===== src/rtl/gray_counter_n.sv =====
// gray_counter_n: parametrised up/down Gray counter with binary view, clocked on the falling edge.
// Define GRAY_COUNTER_SAT_EN to saturate at the terminal count instead of wrapping.
module gray_counter_n #(
  parameter int unsigned WIDTH     = 3,
  parameter int unsigned RESET_VAL = 0
) (
  input  logic             clock,
  input  logic             reset,
  input  logic             en,
  input  logic             up,
  input  logic             load,
  input  logic [WIDTH-1:0] load_val,
  output logic [WIDTH-1:0] gray,
  output logic [WIDTH-1:0] count,
  output logic             tc,
  output logic             wrap
);

  localparam logic [WIDTH-1:0] RESET_BIN  = RESET_VAL[WIDTH-1:0];
  localparam logic [WIDTH-1:0] RESET_GRAY = RESET_BIN ^ (RESET_BIN >> 1);
  localparam logic [WIDTH-1:0] ONE        = {{(WIDTH-1){1'b0}}, 1'b1};
  localparam logic [WIDTH-1:0] ALL_ONES   = {WIDTH{1'b1}};

  logic [WIDTH-1:0] bin;
  logic [WIDTH-1:0] bin_next;
  logic [WIDTH-1:0] gray_next;
  logic             wrap_next;
  logic             at_top;
  logic             at_bottom;

  assign count     = bin;
  assign at_top    = (bin == ALL_ONES);
  assign at_bottom = (bin == '0);
  assign tc        = up ? at_top : at_bottom;

  always_comb begin
    bin_next  = bin;
    wrap_next = 1'b0;
    if (load) begin
      bin_next = load_val;
    end else if (en) begin
`ifdef GRAY_COUNTER_SAT_EN
      if (!tc) begin
        bin_next = up ? (bin + ONE) : (bin - ONE);
      end
`else
      bin_next  = up ? (bin + ONE) : (bin - ONE);
      wrap_next = tc;
`endif
    end
    gray_next = bin_next ^ (bin_next >> 1);
  end

  // Gray is registered from the next binary value so it never glitches.
  always_ff @(negedge clock or negedge reset) begin
    if (!reset) begin
      bin  <= RESET_BIN;
      gray <= RESET_GRAY;
      wrap <= 1'b0;
    end else begin
      bin  <= bin_next;
      gray <= gray_next;
      wrap <= wrap_next;
    end
  end

endmodule


===== config.mk =====
export PLATFORM = sky130hd
export DESIGN_NAME = gray_counter_n
export DESIGN_NICKNAME = d
export VERILOG_FILES = /design/src/rtl/gray_counter_n.sv
export SDC_FILE = /design/constraint.sdc
export NUM_CORES = 1
export LEC_CHECK = 0
export CAP_MARGIN = 20
export CORE_AREA = 2 2 39 41
export DETAILED_ROUTE_END_ITERATION = 16
export DIE_AREA = 0 0 41 43
export PLACE_DENSITY = 0.49
export SLEW_MARGIN = 20
export SYNTH_ARGS = -nofsm -noshare
export SYNTH_HDL_FRONTEND = slang
export SYNTH_SLANG_ARGS = --single-unit

===== constraint.sdc =====
create_clock -name clock -period 5.4 [get_ports clock]
set_clock_uncertainty 0.05 [all_clocks]
set_input_delay 1.08 -clock clock [delete_from_list [all_inputs] [get_ports clock]]
set_output_delay 1.08 -clock clock [all_outputs]
set_load 0.02 [all_outputs]

==> out/results.tsv <==
stage	metric	value	unit
clock_network	cts_hold_buf	0	
grt	antenna_found_initial	0	
grt	grt_max_degree	9	
critical_path	worstSetupPathDepth	2	
detailed_routing	drc	0	
synthesis	ys_top_cells_by_area	dfrtn_1, xnor2_1, fa_1	
synthesis	ys_seq_area_frac	0.472	
synthesis	synth_cells	29	
detailed_routing	ant_nets	0	
pwr	power	176	uW
critical_path	worstReg2RegEnd	gray[1]$_DFF_NN0_	
run_status	outcome	complete, no violations	
job	cap_violations	0	
critical_path	r2r-start	count[1]$_DFF_NN0_	
detailed_routing	first_pass_iters	4	
detailed_routing	routed_wl	768	um
clock_network	clk_latency	0.25	ns
placement	routabilityCongestion	0.672	
critical_path	crit_path_start	count[2]$_DFF_NN0_	
synthesis	ys_types	19	
critical_path	cp-end-kind	output pin	
synthesis	synth_top_cell_by_area	dfrtn_1	
critical_path	crit_chain	buf_4, clkdlybuf4s50_1	
pwr	p_leak	0.260	nW
synthesis	synth_area_per_cell	11.0	um2
die	fp.dieW	41	um
die	ioPinCount	16	
clock_network	cts_tree	done	
final_layout	nNetsFinal	64	
final_layout	post-route-util	0.406	
critical_path	worstPathRequired	4.27	ns
timing	tightest_slew	0.295	ns
synthesis	netlist_area	318	um2
timing	rsz0062_at_grt	false	
critical_path	r2r_setup_slack	3.48	ns
die	row_count	14	
synthesis	yosysWarnings	0	
critical_path	path_class	register to output pin	
critical_path	cpPeakStageDelay	0.60	ns
critical_path	crit_end	gray[2]	
final_layout	multiInputGateArea	158	um2
clock_network	cts_buffers	3	
timing	finalSetupViolations	0	
clock_network	cts-root-buf	clkbuf_4	
final_layout	antenna_cells	0	
placement	dp_hpwl	590	um
critical_path	worstPathArrival	4.10	ns
synthesis	synth-seq-cells	6	
critical_path	r2r_cells	6	
pwr	p_per_area	313	nW/um2
grt	gr-total-overflow	0	
grt	grt_pass1_wl	1280	um
clock_network	clock_path_buffers	2	
final_layout	fillers	147	
timing	drv_slew	0	
die	die_area	1760	um2
timing	hold_viol	0	
final_layout	drive_gt1_frac	0.283	
final_layout	regArea	150	um2
critical_path	crit_family	buffers and inverters	
critical_path	critical_path.startpoint_type	register	
clock_network	h-tree-depth	1	
die	start_util	0.230	
grt	grt_pass1_vias	315	
critical_path	critPathSlowestCell	clkdlybuf4s50_1	
critical_path	path_buf_inv	2	
placement	io_buffers	15	
timing	slew-limit-headroom	0.801	
clock_network	clkSlewWorstSetupHoldPaths	0.04	ns
critical_path	path_max_fanout	6	
detailed_routing	routedWlPerCell	11.1	um
final_layout	syn_to_final_growth	76.8	%
synthesis	netlist.area_leader.share	0.472	
detailed_routing	vias	307	
detailed_routing	drtIter0Drc	7	
timing	tns	0	ns
die	core	1380	um2
hold_path	min_path_type	register to register	
synthesis	syn_nets	38	
timing	holdWs	0.678	ns
clock_network	cts_num_sinks	6	
detailed_routing	post_drt_via_cell_ratio	4.45	
die	die_y	43	um
grt	groute.usage.overall	0.110	
pwr	irDropWorstVdd	106	uV
tightest hold or removal path, cell delays in order (launching register included):
cell and delay, ns:
dfrtn_1 0.34, buf_4 0.16, nand3b_1 0.09, nand3_2 0.09, xnor2_1 0.13
cells in the final DEF, fill, tap and decap left out, types with 2 or more instances in the layout:
master	instances
buf_4	8
clkbuf_4	3
clkdlybuf4s50_1	13
dfrtn_1	6
inv_1	2
nand2_1	2
nor2_1	2
xnor2_1	3
layer usage:
metal / wire length, um / share of wire / track usage
met1: 287 / 0.37 / 0.124
met2: 427 / 0.56 / 0.175
met3: 53 / 0.069 / 0.0157
met4: 0 / 0 / 0.0800
met5: 0 / 0 / 0
state kept, by name, indices dropped and copies added, names as in the netlist:
name	flops
gray	2
wrap	1
count	3
cell families (layout without fill, tap and decap cells):
logic type	count (synthesis)	in the layout	share of synthesized area
buffers and inverters	4	28	0.0630
flip-flops	6	6	0.472
XOR/XNOR	4	4	0.110
adder cells (fa/ha/maj)	1	1	0.0630
AND/OR/NAND/NOR	10	10	0.205
AO/OA/AOI/OAI	3	3	0.0551
multiplexers	1	1	0.0315
stage by stage:
stage / cells / setup WS [ns] / instance area (um2)
2_1_floorplan: 29 / 0.167 / 318
3_3_place_gp: 64 / -0.353 / 520
3_5_place_dp: 64 / -0.372 / 520
4_1_cts: 69 / 0.0238 / 566
5_1_grt: 69 / 0.118 / 562
6_report: 69 / 0.166 / 562
repair_timing:
action                     CTS  global route
buffers inserted             2             0
pin swaps                    3             0
setup endpoints to repair    2             1
gates resized for setup      4             2
cell type report:
| type | instances | share of cell area |
|---|---|---|
| timing repair buffer | 23 | 0.363 |
| multi-input combinational | 19 | 0.281 |
| sequential | 6 | 0.267 |
| clock buffer | 3 | 0.0401 |
| tap | 16 | 0.0356 |
| inverter | 2 | 0.0134 |
Yosys cell counts:
cell type	n
nand2_1	2
a22oi_1	1
dfrtn_1	6
buf_4	1
and3b_1	1
buf_2	1
a21oi_1	1
mux2i_1	1
o21ai_0	1
nor2_1	2
nand3_2	1
inv_1	2
fa_1	1
xnor2_1	3
or4b_1	1
xor2_1	1
nand3b_1	1
or4_1	1
nand4_1	1
power by group:
part           switching, mW  total, mW  internal, mW
Clock                 0.0147     0.0397        0.0250
Combinational         0.0368     0.0785        0.0417
Sequential           0.00316     0.0574        0.0543
Total                 0.0547      0.176         0.121
worst min-delay path by stage:
stage	from	end	slack [ns]	cells past startpoint
6_report	count[2]$_DFF_NN0_	gray[1]$_DFF_NN0_	0.68	4
5_1_grt	count[2]$_DFF_NN0_	gray[1]$_DFF_NN0_	0.75	4
4_1_cts	count[2]$_DFF_NN0_	gray[1]$_DFF_NN0_	0.68	4
3_5_place_dp	count[2]$_DFF_NN0_	count[2]$_DFF_NN0_	0.59	3
3_3_place_gp	count[2]$_DFF_NN0_	count[2]$_DFF_NN0_	0.58	3
2_1_floorplan	count[2]$_DFF_NN0_	count[2]$_DFF_NN0_	0.64	2
Power figures use the tool's default switching activity.
